## src/rtl/switch_output_port.sv

```systemverilog
// Per-output-port packet forwarder: pops one whole packet from the
// granted input FIFO head into a registered valid/ready output stage.
module switch_output_port #(
  parameter int NUM_INPUTS = 4,
  parameter int DATA_WIDTH = 32,
  parameter int LEN_WIDTH  = 8,
  parameter int SEL_W      = $clog2(NUM_INPUTS)
) (
  input  logic                             CLK,
  input  logic                             nRST,
  input  logic [SEL_W-1:0]                 select,
  input  logic                             grant_valid,
  input  logic [NUM_INPUTS-1:0]            in_valid,
  input  logic [NUM_INPUTS*DATA_WIDTH-1:0] in_data,
  output logic [NUM_INPUTS-1:0]            in_ready,
  output logic [NUM_INPUTS-1:0]            pkt_done,
  output logic                             out_valid,
  output logic [DATA_WIDTH-1:0]            out_data,
  input  logic                             out_ready,
  output logic                             busy
);

  localparam logic [1:0] IDLE    = 2'd0;
  localparam logic [1:0] HDR     = 2'd1;
  localparam logic [1:0] PAYLOAD = 2'd2;
  localparam logic [1:0] GAP     = 2'd3;

  localparam logic [LEN_WIDTH:0] REM_ONE =
    (LEN_WIDTH+1)'(1);

  logic [1:0]            state;
  logic [SEL_W-1:0]      cur_sel;
  logic [LEN_WIDTH:0]    remaining;
  logic                  gap_cnt;

  logic [NUM_INPUTS-1:0] sel_oh;
  logic                  head_valid;
  logic [DATA_WIDTH-1:0] head_data;
  logic [LEN_WIDTH-1:0]  hdr_len;
  logic                  active;
  logic                  slot_free;
  logic                  take;
  logic                  is_tail;

  // Mux the latched input's FIFO head and build its one-hot mask.
  always_comb begin
    sel_oh     = '0;
    head_valid = 1'b0;
    head_data  = '0;
    for (int i = 0; i < NUM_INPUTS; i++) begin
      if (cur_sel == SEL_W'(i)) begin
        sel_oh[i]  = 1'b1;
        head_valid = in_valid[i];
        head_data  =
          in_data[i*DATA_WIDTH +: DATA_WIDTH];
      end
    end
  end

  assign hdr_len   = head_data[LEN_WIDTH-1:0];
  assign active    = (state == HDR) ||
                     (state == PAYLOAD);
  assign slot_free = !out_valid || out_ready;
  assign take      = active && head_valid &&
                     slot_free;
  assign is_tail   =
    ((state == HDR) && (hdr_len == '0)) ||
    ((state == PAYLOAD) && (remaining == REM_ONE));

  assign in_ready = (active && slot_free) ?
                    sel_oh : '0;
  assign pkt_done = (take && is_tail) ?
                    sel_oh : '0;
  assign busy     = (state != IDLE);

  // Packet sequencing: grant latch, header, payload count, gap.
  always_ff @(posedge CLK or negedge nRST) begin
    if (!nRST) begin
      state     <= IDLE;
      cur_sel   <= '0;
      remaining <= '0;
      gap_cnt   <= 1'b0;
    end else begin
      case (state)
        IDLE: begin
          if (grant_valid) begin
            cur_sel <= select;
            state   <= HDR;
          end
        end
        HDR: begin
          if (take) begin
            remaining <= {1'b0, hdr_len};
            if (hdr_len == '0) begin
              gap_cnt <= 1'b0;
              state   <= GAP;
            end else begin
              state <= PAYLOAD;
            end
          end
        end
        PAYLOAD: begin
          if (take) begin
            remaining <= remaining - REM_ONE;
            if (remaining == REM_ONE) begin
              gap_cnt <= 1'b0;
              state   <= GAP;
            end
          end
        end
        GAP: begin
          if (gap_cnt) begin
            gap_cnt <= 1'b0;
            state   <= IDLE;
          end else begin
            gap_cnt <= 1'b1;
          end
        end
        default: state <= IDLE;
      endcase
    end
  end

  // Output stage: a new word wins over draining the old one.
  always_ff @(posedge CLK or negedge nRST) begin
    if (!nRST) begin
      out_valid <= 1'b0;
      out_data  <= '0;
    end else if (take) begin
      out_valid <= 1'b1;
      out_data  <= head_data;
    end else if (out_ready) begin
      out_valid <= 1'b0;
    end
  end

endmodule

```

## config.mk

```make
export PLATFORM = sky130hd
export DESIGN_NAME = switch_output_port
export DESIGN_NICKNAME = d
export VERILOG_FILES = /design/src/rtl/switch_output_port.sv
export SDC_FILE = /design/constraint.sdc
export NUM_CORES = 1
export LEC_CHECK = 0
export ABC_CLOCK_PERIOD_IN_PS = 4950
export CAP_MARGIN = 20
export CORE_ASPECT_RATIO = 0.8
export CORE_MARGIN = 3
export CORE_UTILIZATION = 41
export DETAILED_ROUTE_END_ITERATION = 10
export MAX_ROUTING_LAYER = met4
export PLACE_DENSITY = 0.95
export SKIP_LAST_GASP = 1
export SYNTH_ARGS = -nofsm -noshare
export SYNTH_HDL_FRONTEND = slang
export SYNTH_SLANG_ARGS = --single-unit
```

## constraint.sdc

```tcl
create_clock -name CLK -period 4.95 [get_ports CLK]
set_input_delay 0.495 -clock CLK [delete_from_list [all_inputs] [get_ports CLK]]
set_output_delay 0.495 -clock CLK [all_outputs]
set_load 0.02 [all_outputs]
```

# ---- After elaboration in Yosys (flattened, before gate mapping)
# Cells that the tools add are included.
dict set report op_classes {
  n_addsub 1
  eq_ne 13
  muxes 32
  reduce_logical 21
}
# operator n
set op_table {}
lappend op_table {{32-bit two-way mux} 4}
lappend op_table {{9-bit two-way mux} 2}
lappend op_table {{9-bit case mux with 2 select lines} 1}
lappend op_table {{1-bit two-way mux} 16}
lappend op_table {{2-bit two-way mux} 5}
lappend op_table {{5-bit AND reduction} 2}
lappend op_table {{9-bit by 1-bit equality test with 1-bit output, second input constant} 1}
lappend op_table {{9-bit by 1-bit subtractor with 9-bit output, second input constant} 1}
lappend op_table {{2-bit equality test, second input constant} 4}
lappend op_table {{8-bit logical NOT} 1}
lappend op_table {{4-bit two-way mux} 2}
lappend op_table {{2-bit inequality test, second input constant} 4}
lappend op_table {{2-bit case mux with 4 select lines} 1}
lappend op_table {{1-bit logical AND} 6}
lappend op_table {{2-bit nonzero test} 3}
lappend op_table {{2-bit by 1-bit equality test with 1-bit output, second input constant} 2}
lappend op_table {{2-bit logical NOT} 2}
lappend op_table {{2-bit by 1-bit inequality test with 1-bit output, second input constant} 2}
lappend op_table {{1-bit logical OR} 3}
lappend op_table {{1-bit case mux with 3 select lines} 1}
lappend op_table {{3-bit AND reduction} 1}
lappend op_table {{3-bit nonzero test} 1}
lappend op_table {{2-bit AND reduction} 1}
lappend op_table {{1-bit logical NOT} 1}
dict set report totals {
  reg_bits 47
  in_bits 138
  output_inout_bits 42
  word_cells 73
}

# ---- Depth between registers and ports, before layout
# Gate-level depths: netlist (run 1).
dict set report logic_depth {
  depth_word 10
  depth_mapped 8
  ltp_nobuf 7
}

# ---- Worst setup path before layout (run 1)
# No wires, ideal clock.
dict set report synth_timing {
  path_type {register to output}
  from {register cur_sel[0]}
  to {output port pkt_done[0]}
  arrival_ns 2.161
  required_time_ns 4.455
  slack_ns 2.294
  stages_incl_launch_ff 7
  n_path_buf 1
  path_cell_list {dfrtp_1 -> buf_6 -> mux4_2 -> nor4_4 -> nand3_1 -> a21o_1 -> nor3_1}
}
dict set report synth_via {
  elab_chain_len 10
  elab_cells_between_ends 20
  classes_between {3 x eq/ne; 10 x mux; 7 x reduce/logical}
}
# item line
set synth_lines {}
lappend synth_lines {{start, declared} 32} ;# logic [SEL_W-1:0] cur_sel;
lappend synth_lines {{start signal, assigned} 87} ;# cur_sel <= select;
lappend synth_lines {{2-bit logical NOT} 51} ;# if (cur_sel == SEL_W'(i)) begin
lappend synth_lines {{32-bit two-way mux (4 in a row)} 51}
lappend synth_lines {{8-bit logical NOT} 67} ;# ((state == HDR) && (hdr_len == '0)) ||
lappend synth_lines {{1-bit logical AND} 67}
lappend synth_lines {{1-bit logical OR} 67}
lappend synth_lines {{1-bit logical AND} 72} ;# assign pkt_done = (take && is_tail) ?
lappend synth_lines {{4-bit two-way mux (*)} 72}
lappend synth_lines {{end, declared} 16} ;# output logic [NUM_INPUTS-1:0] pkt_done,
# Every way passes the cells marked *; elsewhere a longest branch is shown, timed or not.

# ---- Worst setup path in the final report (run 1)
dict set report layout_timing {
  from {register cur_sel[1]}
  to {output port pkt_done[0]}
}
# Same word-level chain as after synthesis.

==> results of run 1 <==
==> per-stage QoR <==
stage / cell area [µm²] / total power [W] / utilization (%) / setup slack (ns)
2_1_floorplan: 2990 / 0.00190 / - / 2.29
3_3_place_gp: 4840 / 0.00249 / 69.2 / 1.28
3_5_place_dp: 4840 / 0.00258 / 69.2 / 1.19
4_1_cts: 4940 / 0.00285 / 70.7 / 0.848
5_1_grt: 4970 / 0.00301 / 71.1 / 0.644
6_report: 4970 / 0.00284 / 71.1 / 0.859
==> power by group <==
group	switching [W]	internal, W
Sequential	0.000190	0.000588
Clock	0.000125	0.000148
Combinational	0.000865	0.000928
==> worst paths after layout <==
path | start | to | slack [ns] | depth (start not counted)
min reg2reg | out_data[0] | out_data[0] | 0.48 | 2
max reg2reg | cur_sel[1] | remaining[0] | 1.90 | 6
max in group asynchronous | nRST | cur_sel[0] | 4.25 | 2
max | cur_sel[1] | pkt_done[0] | 0.86 | 6
min | nRST | out_data[3] | 0.18 | 1
min in group CLK | out_data[0] | out_data[0] | 0.48 | 2
==> worst max-delay path: stages, from the launching register on <==
cell and delay (ns):
dfrtp_1 0.87, buf_4 0.41, mux4_2 0.27, nand3_1 0.54, a21o_1 0.41, nor3_1 0.14
clkdlybuf4s50_1 0.63
==> cells in the mapped netlist, types with 2 or more instances <==
master	instances
buf_2	6
nand3_1	3
ha_1	7
mux4_1	3
nand2_1	34
nor3_1	2
inv_1	7
clkbuf_1	7
o21ai_1	2
mux4_2	30
a2bb2oi_1	3
a21oi_1	10
mux2_2	8
or3_1	6
nor2_1	14
dfrtp_1	47
mux2i_1	2
o22a_1	4
o22ai_1	2
mux2_1	20
o21ai_0	4
nand2b_1	4
==> metal layers <==
metal  up-vias  track usage [%]  part of all wire, %
li1       1257                -                    -
met4         0             9.69                  2.8
met1      1371             23.4                   34
met3        28             6.05                  8.5
met2       183             43.5                   54
met5         -                -                    0
==> registers in the layout, summed over array words and instances, names as in the netlist <==
register	count
cur_sel	2
gap_cnt	1
out_data	32
out_valid	1
remaining	9
state	2
==> final cells by class <==
type	count	area share (%)
repair buffers	183	36.9
flip-flops and latches	47	23.7
inverters	7	0.528
multi-input cells	171	34.6
well taps	87	2.19
clock inverters	1	0.604
clock buffers	6	1.46
==> cells by family after synthesis <==
group / count (synthesis) / share of synthesized area, %
compound gates: 30 / 6.60
fa+ha+maj: 7 / 2.93
buf+inv: 22 / 3.26
flops: 47 / 39.3
mux: 63 / 36.4
simple gates: 71 / 11.5
==> reports/results.tsv, run 1 <==
metric	value	unit
Initial DRC Count	110	
Max-Cap Viols	0	
period utilisation layout	82.6	%
Min Clock Period, post-route	4.09	ns
I/O pin count	180	
sequential fraction of the synthesis area	39.3	%
Vias/cell	5.66	
crit path capture type	output pin	
syn_nets	385	
share of cells above drive strength 1	13.0	%
largest net degree at the start of global routing	48	
HP Class	input pin to asynchronous set/reset pin	
Setup Fix Bufs, Post-CTS	0	
final setup fails	0	
worst-margin pin slew	0.918	ns
Setup Skew	0.00937	ns
hold buffer count at cts	0	
final antenna-violating net count	0	
vias in the first global route	3054	
VDD IR-drop max	0.000234	V
CTS tree	yes	
Leakage	1.96	nW
clk root buf	clkbuf_8	
clock latency on the worst-skew pair	0.30	ns
Cell Count, Final, Fillers Out	502	
antenna violations before repair	0	
most frequent cells in the layout	178 x clkdlybuf4s50_1, 46 x dfrtp_1, 34 x nand2_1	
multi-input combinational cell area	1720	µm²
WL/cell	19.3	µm
synthesis-stage register bit count	47	
Placeable Area	6990	µm²
hold_ws	0.181	ns
RSZ-0062 raised after global routing	no	
first-pass GRT wire length	14.5	mm
row count	27	
fmax	244	MHz
setup TNS	0	ns
Yosys top cell area share	39.3	%
Initial Util	42.8	%
dominant synthesized flop cell	dfrtp_1	
Arr. time, crit path	3.60	ns
status	complete, no violations	
post-cts sizing count	0	
GRT Util Overall	23.4	%
post-DP HPWL	7.83	mm
Max-slew headroom	38.4	%
drc violations	0	
Max Slew Vio Count	0	
# fillers	479	
commonest non-fill, non-tap cell in the layout	clkdlybuf4s50_1	
Max Root-Sink Buffers	2	
Synth warnings	0	
cell total after placement	494	
Reg clk slew, reported paths	0.09	ns
critical path launch point type	flip-flop	
Fin. Hold Viols	0	
Pre-antenna DRT Iters	4	
diodes inserted	0	
global route total overflow	0	
die area	8370	µm²
gpl congestion	0.822	
drt total wl	9.71	mm
area delta synth->final	66.1	%
die width	102	µm
Synth area leaders	dfrtp_1 39%, mux4_2 23%, mux2_1 7.5%, nand2_1 4.3%, mux2_2 3.0%	
register area	1180	µm²
Post-synth EDFFs	0	
clk sinks	47	
critical path data required time	4.45	ns
distinct cell type count after synthesis	37	
cell type with the largest total area after synthesis	dfrtp_1	
crit-path max FO	21	
synthesized area	2990	µm²
ys async rst share	100	%
Crit Path Class	flip-flop to output pin	
Via Count	2839	
Pwr Density	572	nW/µm²
IO buf count	179	
fin nets	560	
Synth Instances	240	
synthesized area per cell	12.5	µm²
Die Height	82.4	µm
H-tree depth	2	
CTS buffer count	5	
No activity file was read; power rests on OpenSTA's default activity.
==> inputs of run 2 (changes only) <==
- ABC_CLOCK_PERIOD_IN_PS: 4950 -> 3400
- CORE_UTILIZATION: 41 -> 34
- PLACE_DENSITY: 0.95 -> 0.85
- clock period: 4.95 -> 3.4 ns (I/O delays scaled with it)
==> run 2 against run 1 <==
Routed wire length fell by 2.8%. Global-route usage shrank 3.8 points. Clock power up 49%. Sequential power grew 38%. Sequential cell count unchanged. Critical path depth is 1 higher. Worst hold slack improved by 0.30 ns. Non-clock buffer count rose by 5. First-iteration DRC count decreased by 18%. Utilization fell by 9.8 points. Critical endpoint unchanged. Largest cell class unchanged. Highest routed layer unchanged.
==> reports/results.tsv, run 2 (synthesis results as in run 1) <==
metric	value	unit
status	complete, no violations	
Arr. time, crit path	2.87	ns
gpl congestion	0.949	
post-layout util	61.3	%
Setup Skew	0.0104	ns
most frequent cells in the layout	178 x clkdlybuf4s50_1, 46 x dfrtp_1, 34 x nand2_1	
row count	29	
worst r2r path cells	7	
worst-margin pin slew	0.528	ns
Pwr Density	826	nW/µm²
P_int	0.00247	W
final setup fails	0	
total power	0.00417	W
Comb pwr share	64.7	%
VDD IR-drop max	0.000379	V
final antenna-violating net count	0	
share of cells above drive strength 1	14.0	%
commonest non-fill, non-tap cell in the layout	clkdlybuf4s50_1	
I/O pin count	180	
number of flip-flops in the largest register	32	
RSZ-0062 raised after global routing	no	
final instance area	5050	µm²
critical path, cell by cell	buf_12 > mux4_1 > nor4_2 > nand3_1 > a21o_1 > nor3_1 > clkdlybuf4s50_1	
HP Class	flip-flop to flip-flop	
Seq pwr share	25.5	%
Switching Share	40.8	%
critical path launch point type	flip-flop	
Max-slew headroom	64.8	%
reg2reg setup slack	0.66	ns
CTS tree	yes	
clk sinks	47	
vias in the first global route	2960	
Min Clock Period, post-route	3.21	ns
Clock Power Share	9.7	%
Max Slew Vio Count	0	
diodes inserted	0	
drc violations	0	
IO buf count	179	
Pre-antenna DRT Iters	4	
Fin. Hold Viols	0	
Die Height	89.9	µm
area delta synth->final	68.7	%
largest net degree at the start of global routing	48	
Reg clk slew, reported paths	0.09	ns
biggest regs	out_data: 32 flops, remaining: 9 flops	
first-pass GRT wire length	15.3	mm
setup ws final	0.192	ns
placed cell areas	4890	µm²
Initial Util	36.4	%
GRT Util Overall	19.5	%
WL/cell	17.8	µm
Max Root-Sink Buffers	2	
Via Count	2729	
Hold Startpoint	out_data[3]	
Vias/cell	5.16	
drt total wl	9.44	mm
Leakage	1.98	nW
H-tree depth	2	
clock latency on the worst-skew pair	0.30	ns
post-cts sizing count	0	
crit path capture type	output pin	
period utilisation layout	94.3	%
critical path data required time	3.06	ns
Setup WS pre-CTS	0.319	ns
slowest CP cell	mux4_1	
Placeable Area	8240	µm²
clk root buf	clkbuf_8	
crit-path max FO	7	
Max-Cap Viols	0	
fin nets	565	
Hold Path Cell Cnt	2	
global route total overflow	0	
slowest cell delay on critical path	0.66	ns
post-DP HPWL	7.75	mm
fmax	312	MHz
setup TNS	0	ns
Crit Path Class	flip-flop to output pin	
Biggest register	out_data	
CTS buffer count	5	
die width	111	µm
terminus of the critical flop-to-flop path	remaining[2]	
Initial DRC Count	90	
die area	9980	µm²
antenna violations before repair	0	
r2r startpoint	cur_sel[0]	
Worst Hold End	out_data[3]	
Psw	0.00170	W
[run 2: cell types whose count changed in the layout (fill, tap and decap cells not counted), sizes merged]
cell	previous run	this run
clkinvlp	0	1
dlygate4sd3	0	1
buf	5	9
[run 2: through the flow]
step / hold WS [ns] / instances
6_report: 0.476 / 529
2_1_floorplan: 0.0444 / 240
3_3_place_gp: 0.459 / 518
3_5_place_dp: 0.461 / 518
4_1_cts: 0.276 / 526
5_1_grt: 0.509 / 529
[run 2: per-layer routing]
layer / track usage [%] / part of all wire [%] / vias up
met5: - / 0 / -
met4: 2.15 / 0.31 / 0
met3: 4.36 / 6.3 / 2
met2: 36.1 / 54 / 115
met1: 22.4 / 39 / 1346
li1: - / - / 1266
[run 2: power by group through the flow]
stage | sequential [W] | clock [W] | combinational, W
2_1_floorplan | 0.00126 | 0 | 0.00151
3_3_place_gp | 0.00108 | 0 | 0.00260
3_5_place_dp | 0.00109 | 0 | 0.00267
4_1_cts | 0.00109 | 0.000419 | 0.00268
5_1_grt | 0.00111 | 0.000439 | 0.00292
6_report | 0.00107 | 0.000406 | 0.00270
[run 2: worst max-delay path by stage]
stage                start     endpoint  depth (start not counted)
6_report        cur_sel[0]  pkt_done[0]                          7
3_3_place_gp   in_data[39]  pkt_done[0]                          7
5_1_grt         cur_sel[0]  pkt_done[1]                          7
3_5_place_dp   in_data[39]  pkt_done[0]                          7
2_1_floorplan   cur_sel[0]  pkt_done[0]                          6
4_1_cts         cur_sel[0]  pkt_done[0]                          6
[run 2: layout make-up]
| type | instances | area (µm²) |
|---|---|---|
| clock buffer | 6 | 72.6 |
| inverter | 7 | 26.3 |
| timing repair buffer | 188 | 1880 |
| clock inverter | 2 | 37.5 |
| sequential | 47 | 1180 |
| multi-input combinational | 171 | 1720 |
| fill | 672 | 3190 |
| tap | 108 | 135 |
[run 2: timing repair]
item	CTS	global route
setup endpoints to repair	0	4
hold endpoints to repair	0	14
buffers inserted	0	1
hold buffers	0	1
[run 2: worst max-delay path, delay by kind of cell (launching register included)]
| kind | cells | cell delay (ns) |
|---|---|---|
| AO/OA/AOI/OAI | 1 | 0.21 |
| buffers and inverters | 2 | 0.78 |
| multiplexers | 1 | 0.66 |
| flip-flops | 1 | 0.42 |
| AND/OR/NAND/NOR | 3 | 0.49 |
==> inputs of run 3 (changes only) <==
- CORE_MARGIN: 3 -> 2
- CORE_UTILIZATION: 34 -> 30
- PLACE_DENSITY: 0.85 -> 0.77
==> run 3 against run 2 <==
Clock power rose by 38%. Combinational power fell by 2%. Design area increased by 1.5%. Clock skew shrank 0.0058 ns. Via count grew 1.5%. Largest cell class unchanged. Global-route usage decreased by 2.1 points. Final cell count up 5.3%. Critical endpoint is now pkt_done[1]. Register-to-register slack improved by 0.20 ns. Critical path depth decreased by 1.
==> reports/results.tsv, run 3 (synthesis results as in run 1) <==
metric	value	unit
row count	32	
RSZ-0062 raised after global routing	yes	
Initial DRC Count	67	
Placeable Area	9690	µm²
slowest CP cell	mux4_1	
Max Slew Vio Count	0	
critical path launch point type	flip-flop	
multi-input combinational cell area	1720	µm²
Worst Path Buf+Inv	1	
Crit Path Class	flip-flop to output pin	
clock latency on the worst-skew pair	0.28	ns
slowest cell delay on critical path	0.66	ns
gpl congestion	0.891	
Vias/cell	4.97	
cell total after placement	548	
GRT Util Overall	17.4	%
register area	1180	µm²
fin nets	565	
vias in the first global route	2917	
post-DP HPWL	7.66	mm
status	complete, no violations	
clk root buf	clkbuf_16	
most frequent cells in the layout	177 x clkdlybuf4s50_1, 46 x dfrtp_1, 34 x nand2_1	
area delta synth->final	71.2	%
I/O pin count	180	
CTS buffer count	5	
hold_ws	0.0586	ns
number of flip-flops in the largest register	32	
crit path capture type	output pin	
period utilisation layout	97.2	%
Leakage	2.02	nW
Biggest register	out_data	
Arr. time, crit path	2.96	ns
worst-margin pin slew	0.877	ns
die area	10800	µm²
largest net degree at the start of global routing	26	
drt total wl	9.25	mm
commonest non-fill, non-tap cell in the layout	clkdlybuf4s50_1	
Pre-antenna DRT Iters	4	
Initial Util	30.9	%
VDD IR-drop max	0.000351	V
Setup Skew	0.00459	ns
Max-slew headroom	41.1	%
CTS tree	yes	
die width	116	µm
biggest regs	out_data: 32 flops, remaining: 9 flops	
Reg clk slew, reported paths	0.07	ns
Die Height	93.4	µm
antenna violations before repair	0	
final setup fails	0	
Max Root-Sink Buffers	2	
critical path data required time	3.06	ns
Fin. Hold Viols	0	
Max-Cap Viols	0	
IO buf count	179	
hold buffer count at cts	0	
WL/cell	16.6	µm
setup TNS	0	ns
post-layout util	52.9	%
HP Class	input pin to asynchronous set/reset pin	
H-tree depth	2	
# fillers	866	
final antenna-violating net count	0	
Min Clock Period, post-route	3.30	ns
Cell Count, Final, Fillers Out	557	
crit-path max FO	11	
critical path, cell by cell	mux4_1 > nor4_2 > nand3_1 > a21o_1 > nor2_1 > clkdlybuf4s50_1	
Via Count	2771	
Top delay family on crit path	multiplexers	
drc violations	0	
first-pass GRT wire length	14.0	mm
Pwr Density	839	nW/µm²
clk sinks	47	
fmax	303	MHz
share of cells above drive strength 1	14.5	%
diodes inserted	0	
global route total overflow	0	
[run 3: cell count changes in the layout (fill, tap and decap cells not counted), sizes merged]
cell,before,now
inv,7,8
dlygate4sd3,1,0
dlymetal6s2s,0,1
buf,9,10
clkdlybuf4s50,178,177
clkbuf,6,5
[run 3: worst paths after layout]
kind	endpoint	start	cells past startpoint	slack [ns]
max	pkt_done[1]	cur_sel[0]	6	0.1
min	remaining[5]	nRST	1	0.06
max reg2reg	remaining[8]	cur_sel[0]	6	0.86
min reg2reg	out_data[0]	out_data[0]	2	0.47
max in group asynchronous	out_data[2]	nRST	2	2.61
min in group CLK	out_data[0]	out_data[0]	2	0.47
[run 3: area by class of cell]
class,count,area share (%)
Clock buffer,5,2.44
Clock inverter,3,0.903
Inverter,7,0.513
Multi-Input combinational cell,171,33.6
Sequential cell,47,23.0
Tap cell,136,3.32
Timing Repair Buffer,188,36.2
[run 3: power by group]
group / total [W] / switching (W) / internal [W]
clock: 0.000560 / 0.000210 / 0.000349
combinational: 0.00264 / 0.00126 / 0.00138
sequential: 0.00109 / 0.000232 / 0.000862
[run 3: repair_timing]
item | in CTS | in global routing
endpoints found under the setup margin | 2 | 4
resized for setup | 1 | 1
setup buffers | 0 | 1
[run 3: per-stage QoR]
stage | area, µm² | total power (W) | worst slack, ns
6_report | 5120 | 0.00430 | 0.0954
5_1_grt | 5120 | 0.00459 | -0.0521
4_1_cts | 5110 | 0.00435 | 0.0254
3_5_place_dp | 4940 | 0.00376 | 0.267
3_3_place_gp | 4940 | 0.00369 | 0.315
2_1_floorplan | 2990 | 0.00277 | 0.899
[run 3: layer usage]
metal	track usage, %	routed length, µm	vias up
li1	-	-	1274
met1	18.8	3480	1342
met2	32.0	4870	141
met3	4.60	766	14
met4	4.07	120	0
met5	-	0	-
